<file path="config.mk">
export PLATFORM = sky130hd
export DESIGN_NAME = pipeline_ctrl_flat
export DESIGN_NICKNAME = d
export VERILOG_FILES = /design/src/rtl/pipeline_ctrl_pkg.sv /design/src/rtl/pipeline_ctrl_if.sv /design/src/rtl/pipeline_ctrl_hazard_match.sv /design/src/rtl/pipeline_ctrl.sv /design/src/flat_wrapper.sv
export SDC_FILE = /design/constraint.sdc
export NUM_CORES = 1
export LEC_CHECK = 0
export CORE_MARGIN = 4
export CORE_UTILIZATION = 54
export DETAILED_ROUTE_END_ITERATION = 10
export DONT_BUFFER_PORTS = 1
export PLACE_DENSITY = 0.75
export SYNTH_ARGS = -nofsm -noshare
export SYNTH_HDL_FRONTEND = slang
export SYNTH_SLANG_ARGS = --single-unit
</file>
<file path="constraint.sdc">
create_clock -name clk -period 6.1 [get_ports clk]
set_input_delay 1.22 -clock clk [delete_from_list [all_inputs] [get_ports clk]]
set_output_delay 1.22 -clock clk [all_outputs]
set_load 0.02 [all_outputs]
</file>
<file path="src/rtl/pipeline_ctrl_pkg.sv">
// Shared types and constants for the KLP32V2 pipeline hazard controller.
package klp32_ctrl_pkg;

  localparam int RA_W = 5;

  typedef enum logic [1:0] {
    RUN      = 2'd0,
    LU_STALL = 2'd1,
    MEM_WAIT = 2'd2,
    REDIRECT = 2'd3
  } ctrl_state_e;

  typedef enum logic [1:0] {
    FWD_NONE = 2'b00,
    FWD_EM   = 2'b01,
    FWD_MW   = 2'b10
  } fwd_sel_e;

endpackage

</file>
<file path="src/rtl/pipeline_ctrl_if.sv">
// Pipeline-side view of the hazard controller: stage register fields in, bank controls out.
interface pipeline_ctrl_if #(
  parameter int CNT_W = 32
);
  import klp32_ctrl_pkg::*;

  logic [RA_W-1:0]  i_d_rs1, i_d_rs2, i_e_rs1, i_e_rs2, i_e_rd, i_m_rd, i_w_rd;
  logic             i_d_use_rs1, i_d_use_rs2, i_e_wr_en, i_e_is_load;
  logic             i_m_wr_en, i_w_wr_en, i_redirect, i_dmem_req, i_dmem_ready;
  logic             o_hold_pc, o_hold_fd, o_hold_de, o_hold_em;
  logic             o_bubble_de, o_bubble_mw;
  logic             o_flush_fd, o_flush_de, o_flush_em;
  logic [1:0]       o_fwd_a, o_fwd_b;
  logic             o_d_byp_1, o_d_byp_2;
  logic [1:0]       o_state;
  logic             o_mem_timeout;
  logic [CNT_W-1:0] o_stall_cnt, o_flush_cnt, o_lu_cnt;

  modport master (
    output i_d_rs1, i_d_rs2, i_e_rs1, i_e_rs2, i_e_rd, i_m_rd, i_w_rd,
           i_d_use_rs1, i_d_use_rs2, i_e_wr_en, i_e_is_load,
           i_m_wr_en, i_w_wr_en, i_redirect, i_dmem_req, i_dmem_ready,
    input  o_hold_pc, o_hold_fd, o_hold_de, o_hold_em, o_bubble_de, o_bubble_mw,
           o_flush_fd, o_flush_de, o_flush_em, o_fwd_a, o_fwd_b, o_d_byp_1, o_d_byp_2,
           o_state, o_mem_timeout, o_stall_cnt, o_flush_cnt, o_lu_cnt
  );

  modport slave (
    input  i_d_rs1, i_d_rs2, i_e_rs1, i_e_rs2, i_e_rd, i_m_rd, i_w_rd,
           i_d_use_rs1, i_d_use_rs2, i_e_wr_en, i_e_is_load,
           i_m_wr_en, i_w_wr_en, i_redirect, i_dmem_req, i_dmem_ready,
    output o_hold_pc, o_hold_fd, o_hold_de, o_hold_em, o_bubble_de, o_bubble_mw,
           o_flush_fd, o_flush_de, o_flush_em, o_fwd_a, o_fwd_b, o_d_byp_1, o_d_byp_2,
           o_state, o_mem_timeout, o_stall_cnt, o_flush_cnt, o_lu_cnt
  );

endinterface

</file>
<file path="src/rtl/pipeline_ctrl_hazard_match.sv">
// Register dependency detector: a source depends on a writer only for a real, non-x0 write.
module hazard_match
  import klp32_ctrl_pkg::*;
(
  input  logic [RA_W-1:0] rd,
  input  logic            wr_en,
  input  logic [RA_W-1:0] rs,
  output logic            hit
);

  assign hit = wr_en && (rd == rs) && (rd != '0);

endmodule

</file>
<file path="src/rtl/pipeline_ctrl.sv">
// Hazard and sequencing controller for the 5-stage KLP32V2 pipeline: bank controls,
// forwarding/bypass selects, control-state FSM, dmem watchdog and perf counters.
module pipeline_ctrl
  import klp32_ctrl_pkg::*;
#(
  parameter int CNT_W       = 32,
  parameter int MEM_TIMEOUT = 255
) (
  input  logic           clk,
  input  logic           reset,
  pipeline_ctrl_if.slave bus
);

  localparam int WD_W = $clog2(MEM_TIMEOUT + 1);
  localparam logic [WD_W-1:0] WD_MAX = WD_W'(MEM_TIMEOUT);

  logic m_a, w_a, m_b, w_b, w_d1, w_d2, e_d1, e_d2;
  logic lu, mw, act_mw, act_rd, act_lu;
  fwd_sel_e fwd_a, fwd_b;
  ctrl_state_e state_q, state_d;
  logic [WD_W-1:0] wd_q, wd_d;
  logic timeout_q;
  logic [CNT_W-1:0] stall_q, flush_q, lu_q;

  hazard_match u_m_a  (.rd(bus.i_m_rd), .wr_en(bus.i_m_wr_en), .rs(bus.i_e_rs1), .hit(m_a));
  hazard_match u_w_a  (.rd(bus.i_w_rd), .wr_en(bus.i_w_wr_en), .rs(bus.i_e_rs1), .hit(w_a));
  hazard_match u_m_b  (.rd(bus.i_m_rd), .wr_en(bus.i_m_wr_en), .rs(bus.i_e_rs2), .hit(m_b));
  hazard_match u_w_b  (.rd(bus.i_w_rd), .wr_en(bus.i_w_wr_en), .rs(bus.i_e_rs2), .hit(w_b));
  hazard_match u_w_d1 (.rd(bus.i_w_rd), .wr_en(bus.i_w_wr_en), .rs(bus.i_d_rs1), .hit(w_d1));
  hazard_match u_w_d2 (.rd(bus.i_w_rd), .wr_en(bus.i_w_wr_en), .rs(bus.i_d_rs2), .hit(w_d2));
  hazard_match u_e_d1 (.rd(bus.i_e_rd), .wr_en(bus.i_e_wr_en), .rs(bus.i_d_rs1), .hit(e_d1));
  hazard_match u_e_d2 (.rd(bus.i_e_rd), .wr_en(bus.i_e_wr_en), .rs(bus.i_d_rs2), .hit(e_d2));

  // Only one event acts per cycle: dmem wait beats redirect, redirect beats load-use.
  assign lu     = bus.i_e_is_load && ((bus.i_d_use_rs1 && e_d1) || (bus.i_d_use_rs2 && e_d2));
  assign mw     = bus.i_dmem_req && !bus.i_dmem_ready;
  assign act_mw = mw;
  assign act_rd = bus.i_redirect && !mw;
  assign act_lu = lu && !mw && !bus.i_redirect;

  always_comb begin
    fwd_a = FWD_NONE;
    fwd_b = FWD_NONE;
    if (m_a)      fwd_a = FWD_EM;
    else if (w_a) fwd_a = FWD_MW;
    if (m_b)      fwd_b = FWD_EM;
    else if (w_b) fwd_b = FWD_MW;
  end

  // Combinational controls are forced low while reset is held so the banks see idle at once.
  assign bus.o_hold_pc   = !reset && (act_mw || act_lu);
  assign bus.o_hold_fd   = !reset && (act_mw || act_lu);
  assign bus.o_hold_de   = !reset && act_mw;
  assign bus.o_hold_em   = !reset && act_mw;
  assign bus.o_bubble_de = !reset && act_lu;
  assign bus.o_bubble_mw = !reset && act_mw;
  assign bus.o_flush_fd  = !reset && act_rd;
  assign bus.o_flush_de  = !reset && act_rd;
  assign bus.o_flush_em  = !reset && act_rd;
  assign bus.o_fwd_a     = reset ? FWD_NONE : fwd_a;
  assign bus.o_fwd_b     = reset ? FWD_NONE : fwd_b;
  assign bus.o_d_byp_1   = !reset && bus.i_d_use_rs1 && w_d1;
  assign bus.o_d_byp_2   = !reset && bus.i_d_use_rs2 && w_d2;

  always_comb begin
    state_d = RUN;
    if (act_mw)      state_d = MEM_WAIT;
    else if (act_rd) state_d = REDIRECT;
    else if (act_lu) state_d = LU_STALL;
    wd_d = '0;
    if (act_mw) wd_d = (wd_q == WD_MAX) ? wd_q : wd_q + 1'b1;
  end

  // State, watchdog and saturating counters; the watchdog counts consecutive wait cycles.
  always_ff @(posedge clk or posedge reset) begin
    if (reset) begin
      state_q   <= RUN;
      wd_q      <= '0;
      timeout_q <= 1'b0;
      stall_q   <= '0;
      flush_q   <= '0;
      lu_q      <= '0;
    end else begin
      state_q <= state_d;
      wd_q    <= wd_d;
      if (act_mw && wd_d == WD_MAX) timeout_q <= 1'b1;
      if ((state_q == LU_STALL || state_q == MEM_WAIT) && stall_q != '1) stall_q <= stall_q + 1'b1;
      if (act_rd && flush_q != '1) flush_q <= flush_q + 1'b1;
      if (act_lu && lu_q != '1) lu_q <= lu_q + 1'b1;
    end
  end

  assign bus.o_state       = state_q;
  assign bus.o_mem_timeout = timeout_q;
  assign bus.o_stall_cnt   = stall_q;
  assign bus.o_flush_cnt   = flush_q;
  assign bus.o_lu_cnt      = lu_q;

  lu_after_stall_a : assert property (@(posedge clk) disable iff (reset)
    (state_q == LU_STALL) |-> !lu);

endmodule

</file>
<file path="src/flat_wrapper.sv">
// flat-port wrapper written by rule: the top's interface ports become plain ports
module pipeline_ctrl_flat import klp32_ctrl_pkg::*;
#(
  parameter int CNT_W       = 32,
  parameter int MEM_TIMEOUT = 255
)
  (clk, reset, bus_i_d_rs1, bus_i_d_rs2, bus_i_e_rs1, bus_i_e_rs2, bus_i_e_rd, bus_i_m_rd, bus_i_w_rd, bus_i_d_use_rs1, bus_i_d_use_rs2, bus_i_e_wr_en, bus_i_e_is_load, bus_i_m_wr_en, bus_i_w_wr_en, bus_i_redirect, bus_i_dmem_req, bus_i_dmem_ready, bus_o_hold_pc, bus_o_hold_fd, bus_o_hold_de, bus_o_hold_em, bus_o_bubble_de, bus_o_bubble_mw, bus_o_flush_fd, bus_o_flush_de, bus_o_flush_em, bus_o_fwd_a, bus_o_fwd_b, bus_o_d_byp_1, bus_o_d_byp_2, bus_o_state, bus_o_mem_timeout, bus_o_stall_cnt, bus_o_flush_cnt, bus_o_lu_cnt);
  pipeline_ctrl_if #(.CNT_W(CNT_W)) bus_i ();
  input  logic clk;
  input  logic reset;
  input wire logic [$bits(bus_i.i_d_rs1)-1:0] bus_i_d_rs1;
  input wire logic [$bits(bus_i.i_d_rs2)-1:0] bus_i_d_rs2;
  input wire logic [$bits(bus_i.i_e_rs1)-1:0] bus_i_e_rs1;
  input wire logic [$bits(bus_i.i_e_rs2)-1:0] bus_i_e_rs2;
  input wire logic [$bits(bus_i.i_e_rd)-1:0] bus_i_e_rd;
  input wire logic [$bits(bus_i.i_m_rd)-1:0] bus_i_m_rd;
  input wire logic [$bits(bus_i.i_w_rd)-1:0] bus_i_w_rd;
  input wire logic [$bits(bus_i.i_d_use_rs1)-1:0] bus_i_d_use_rs1;
  input wire logic [$bits(bus_i.i_d_use_rs2)-1:0] bus_i_d_use_rs2;
  input wire logic [$bits(bus_i.i_e_wr_en)-1:0] bus_i_e_wr_en;
  input wire logic [$bits(bus_i.i_e_is_load)-1:0] bus_i_e_is_load;
  input wire logic [$bits(bus_i.i_m_wr_en)-1:0] bus_i_m_wr_en;
  input wire logic [$bits(bus_i.i_w_wr_en)-1:0] bus_i_w_wr_en;
  input wire logic [$bits(bus_i.i_redirect)-1:0] bus_i_redirect;
  input wire logic [$bits(bus_i.i_dmem_req)-1:0] bus_i_dmem_req;
  input wire logic [$bits(bus_i.i_dmem_ready)-1:0] bus_i_dmem_ready;
  output wire logic [$bits(bus_i.o_hold_pc)-1:0] bus_o_hold_pc;
  output wire logic [$bits(bus_i.o_hold_fd)-1:0] bus_o_hold_fd;
  output wire logic [$bits(bus_i.o_hold_de)-1:0] bus_o_hold_de;
  output wire logic [$bits(bus_i.o_hold_em)-1:0] bus_o_hold_em;
  output wire logic [$bits(bus_i.o_bubble_de)-1:0] bus_o_bubble_de;
  output wire logic [$bits(bus_i.o_bubble_mw)-1:0] bus_o_bubble_mw;
  output wire logic [$bits(bus_i.o_flush_fd)-1:0] bus_o_flush_fd;
  output wire logic [$bits(bus_i.o_flush_de)-1:0] bus_o_flush_de;
  output wire logic [$bits(bus_i.o_flush_em)-1:0] bus_o_flush_em;
  output wire logic [$bits(bus_i.o_fwd_a)-1:0] bus_o_fwd_a;
  output wire logic [$bits(bus_i.o_fwd_b)-1:0] bus_o_fwd_b;
  output wire logic [$bits(bus_i.o_d_byp_1)-1:0] bus_o_d_byp_1;
  output wire logic [$bits(bus_i.o_d_byp_2)-1:0] bus_o_d_byp_2;
  output wire logic [$bits(bus_i.o_state)-1:0] bus_o_state;
  output wire logic [$bits(bus_i.o_mem_timeout)-1:0] bus_o_mem_timeout;
  output wire logic [$bits(bus_i.o_stall_cnt)-1:0] bus_o_stall_cnt;
  output wire logic [$bits(bus_i.o_flush_cnt)-1:0] bus_o_flush_cnt;
  output wire logic [$bits(bus_i.o_lu_cnt)-1:0] bus_o_lu_cnt;
  assign bus_i.i_d_rs1 = bus_i_d_rs1;
  assign bus_i.i_d_rs2 = bus_i_d_rs2;
  assign bus_i.i_e_rs1 = bus_i_e_rs1;
  assign bus_i.i_e_rs2 = bus_i_e_rs2;
  assign bus_i.i_e_rd = bus_i_e_rd;
  assign bus_i.i_m_rd = bus_i_m_rd;
  assign bus_i.i_w_rd = bus_i_w_rd;
  assign bus_i.i_d_use_rs1 = bus_i_d_use_rs1;
  assign bus_i.i_d_use_rs2 = bus_i_d_use_rs2;
  assign bus_i.i_e_wr_en = bus_i_e_wr_en;
  assign bus_i.i_e_is_load = bus_i_e_is_load;
  assign bus_i.i_m_wr_en = bus_i_m_wr_en;
  assign bus_i.i_w_wr_en = bus_i_w_wr_en;
  assign bus_i.i_redirect = bus_i_redirect;
  assign bus_i.i_dmem_req = bus_i_dmem_req;
  assign bus_i.i_dmem_ready = bus_i_dmem_ready;
  assign bus_o_hold_pc = bus_i.o_hold_pc;
  assign bus_o_hold_fd = bus_i.o_hold_fd;
  assign bus_o_hold_de = bus_i.o_hold_de;
  assign bus_o_hold_em = bus_i.o_hold_em;
  assign bus_o_bubble_de = bus_i.o_bubble_de;
  assign bus_o_bubble_mw = bus_i.o_bubble_mw;
  assign bus_o_flush_fd = bus_i.o_flush_fd;
  assign bus_o_flush_de = bus_i.o_flush_de;
  assign bus_o_flush_em = bus_i.o_flush_em;
  assign bus_o_fwd_a = bus_i.o_fwd_a;
  assign bus_o_fwd_b = bus_i.o_fwd_b;
  assign bus_o_d_byp_1 = bus_i.o_d_byp_1;
  assign bus_o_d_byp_2 = bus_i.o_d_byp_2;
  assign bus_o_state = bus_i.o_state;
  assign bus_o_mem_timeout = bus_i.o_mem_timeout;
  assign bus_o_stall_cnt = bus_i.o_stall_cnt;
  assign bus_o_flush_cnt = bus_i.o_flush_cnt;
  assign bus_o_lu_cnt = bus_i.o_lu_cnt;
  pipeline_ctrl #(.CNT_W(CNT_W), .MEM_TIMEOUT(MEM_TIMEOUT)) u_core (.clk(clk), .reset(reset), .bus(bus_i));
endmodule
</file>
==> reports/qor.csv <==
stage;metric;value;unit
clocking;CTS-repair resized insts;0;
synthesis;register area share after synthesis;46.9;%
route;DR WL met2;6350;µm
global_routing;GRT Util Overall;21.2;%
worst_setup_path;critical path's top delay family;simple AND/OR/NAND/NOR gates;
sta;Slew HR;27.2;%
layout;Area Growth Syn to Fin;5.19;%
synthesis;syn_area_per_cell;9.97;µm²
clocking;TritonCTS Sinks;107;
sta;Final setup viols;0;
synthesis;synthesized instance count;573;
sta;setup_tns;0;ns
route;Highest Signal Layer;met4;
place;post-DP HPWL;10100;µm
sta;final hold vios;0;
die;# rows;37;
route;drt pass-1 iters;4;
route;WL final;13100;µm
route;Metal-1 WL;5220;µm
sta;fin. max-slew vios;0;
clocking;H-tree depth;3;
die;Die Ht;111;µm
place;RePlAce Congestion;0.846;
worst_setup_path;Worst Path Max Fanout;11;
layout;Antenna Cells;0;
layout;most frequent cells in the layout;dfrtp_1 (107), xnor2_1 (78), xor2_1 (55);
clocking;clock latency on the worst-skew pair;0.37;ns
sta;clk_skew;0.0174;ns
die;starting density of the core;55.3;%
synthesis;number of synthesized flops with an enable pin;0;
synthesis;main flop type after synthesis;dfrtp_1;
outcome;status;finished, final reports clean;
clocking;hold-fix buffer count after cts;0;
worst_setup_path;Worst path max stage delay;0.77;ns
synthesis;Ys Warns;0;
layout;share of cells above drive strength 1;6.43;%
synthesis;#FFs+latches synth;107;
synthesis;net count after synthesis;623;
worst_setup_path;WP data required;4.88;ns
route;initial DRC count;303;
layout;commonest non-fill, non-tap cell in the layout;dfrtp_1;
clocking;Root Driver;clkbuf_8;
die;core box area;0.0103;mm²
place;placed insts;695;
worst_setup_path;slowest CP cell;a21oi_1;
route;Avg Vias per Cell;6.04;
route;Residual DRC;0;
global_routing;largest net degree at the start of global routing;61;
pwr;Peak VDD IR;139;µV
route;antenna-violating nets left;0;
synthesis;Synth cell types;46;
place;IO Port Bufs;0;
sta;Final WS setup;1.71;ns
pwr;PD cells;249;mW/mm²
synthesis;Cell Area, Synth;0.00571;mm²
clocking;clock buffer count from CTS;9;
worst_setup_path;Critical Path Most Common Cell;nand2b_1;
global_routing;global-route wire length before repair;21800;µm
global_routing;vias in the first global route;4337;
sta;Worst Tran Pin Value;1.09;ns
die;Die X;111;µm
route;drt wl/cell;18.4;µm
worst_setup_path;Critical Path Sink Type;primary output;
job;max-cap viol count;0;
global_routing;initial antenna violation count;0;
die;die area;0.0123;mm²
global_routing;gr ovfl total;0;
clocking;deepest clock path buffer count;2;
clocking;Clock transition at path regs;0.10;ns
clocking;# Post-CTS Setup Buffers;0;
sta;maximum clock frequency;228;MHz
worst_setup_path;classification of the worst setup path;in2out;
clocking;TritonCTS clock tree;yes;
layout;final-stage net count;620;
worst_setup_path;Buf+Inv Stages, Crit Path;0;
pwr;Lkg Pwr;2.62;nW
die;io pins;160;
worst_setup_path;critical path arrival;3.17;ns
route;met3 wire len;1220;µm
route;vias;4291;
worst_hold_path;Hold Path Class;reg2reg;
layout;Cell Count, Final, Fillers Out;711;
sta;unrepaired setup endpoints after global routing;false;
sta;Tmin final;4.39;ns
sta;post-route clock period utilization;72.0;%
synthesis;asr flop ratio synth;100;%
worst_setup_path;CP Launch Type;input pin;
place;minimum setup slack after placement;1.67;ns
worst_setup_path;critical path, cell by cell;nand2b_1 -> nand2b_1 -> nor3_1 -> nand2_1 -> a21oi_1;
layout make-up:
type                    instances  area (µm²)
clock inverters                 5        60.1
flip-flops and latches        107        2680
clock buffers                  11         141
inverters                      12        48.8
multi-input cells             437        2890
fillers                       837        4320
well taps                     136         170
repair buffers                  3        22.5
final timing paths:
| path | startpoint | to | slack [ns] | cells after the start |
|---|---|---|---|---|
| min | u_core.wd_q[2] | u_core.wd_q[2] | 0.54 | 1 |
| max in group asynchronous | reset | u_core.wd_q[0] | 3.99 | 3 |
| min in group asynchronous | reset | u_core.wd_q[2] | 0.91 | 2 |
| max | bus_i_dmem_ready | bus_o_hold_fd | 1.71 | 5 |
| max reg2reg | u_core.bus.o_flush_cnt[15] | u_core.bus.o_flush_cnt[11] | 3.45 | 6 |
| min reg2reg | u_core.wd_q[2] | u_core.wd_q[2] | 0.54 | 1 |
registers in the layout, indices dropped and copies added, names as in the netlist:
| signal | flops |
|---|---|
| u_core.bus.o_stall_cnt | 32 |
| u_core.bus.o_state | 2 |
| u_core.bus.o_flush_cnt | 32 |
| u_core.wd_q | 8 |
| u_core.bus.o_mem_timeout | 1 |
| u_core.bus.o_lu_cnt | 32 |
power by group:
group          switching [mW]  internal [mW]  total (mW)
Clock                   0.246          0.204       0.450
Combinational          0.0808         0.0758       0.157
Sequential              0.132          0.755       0.887
Total                   0.459           1.03        1.49
synth_stat cells, drive strengths merged, types with 5 or more instances:
library cell / count / area share (%)
dfrtp: 107 / 47
xnor2: 78 / 12
xor2: 55 / 8.4
nor2: 53 / 3.5
nand2: 52 / 3.4
nand3: 46 / 4.2
nand4: 34 / 3.7
nor3: 26 / 2.5
and3: 16 / 1.8
nor4: 13 / 1.6
inv: 12 / 0.79
buf: 10 / 1.2
and4: 8 / 1.2
a21oi: 6 / 0.53
clkbuf: 6 / 0.39
or4: 6 / 0.85
a31oi: 5 / 0.55
o21ai: 5 / 0.44
per-stage QoR:
| stage | total power, mW | hold slack (ns) | utilization (%) | instance area [µm²] |
|---|---|---|---|---|
| detailed placement | 1.06 | 0.525 | 56.2 | 5810 |
| floorplan | 1.02 | 0.482 | - | 5710 |
| global route | 1.57 | 0.575 | 58.2 | 6010 |
| finish | 1.49 | 0.544 | 58.2 | 6010 |
| CTS | 1.51 | 0.538 | 58.2 | 6010 |
| global placement | 1.05 | 0.513 | 56.2 | 5810 |
routing by layer:
layer	vias to the layer above	GRT usage [%]
met5	-	0
met4	0	7.80
met3	30	7.21
met2	200	35.0
met1	2076	25.9
li1	1985	-
cell families (layout without fill, tap and decap cells):
group                      after synthesis  count (layout)  share of synthesized area [%]
AOI/OAI and AO/OA                       23              23                           2.76
xor gates and xnor gates               133             133                           20.4
adders and majority gates                4               4                          0.876
buffers and inverters                   29              31                           2.56
DFF                                    107             107                           46.9
muxes                                    5               5                           1.01
and+or+nand+nor                        272             272                           25.5
No activity file was read; power rests on OpenSTA's default activity.
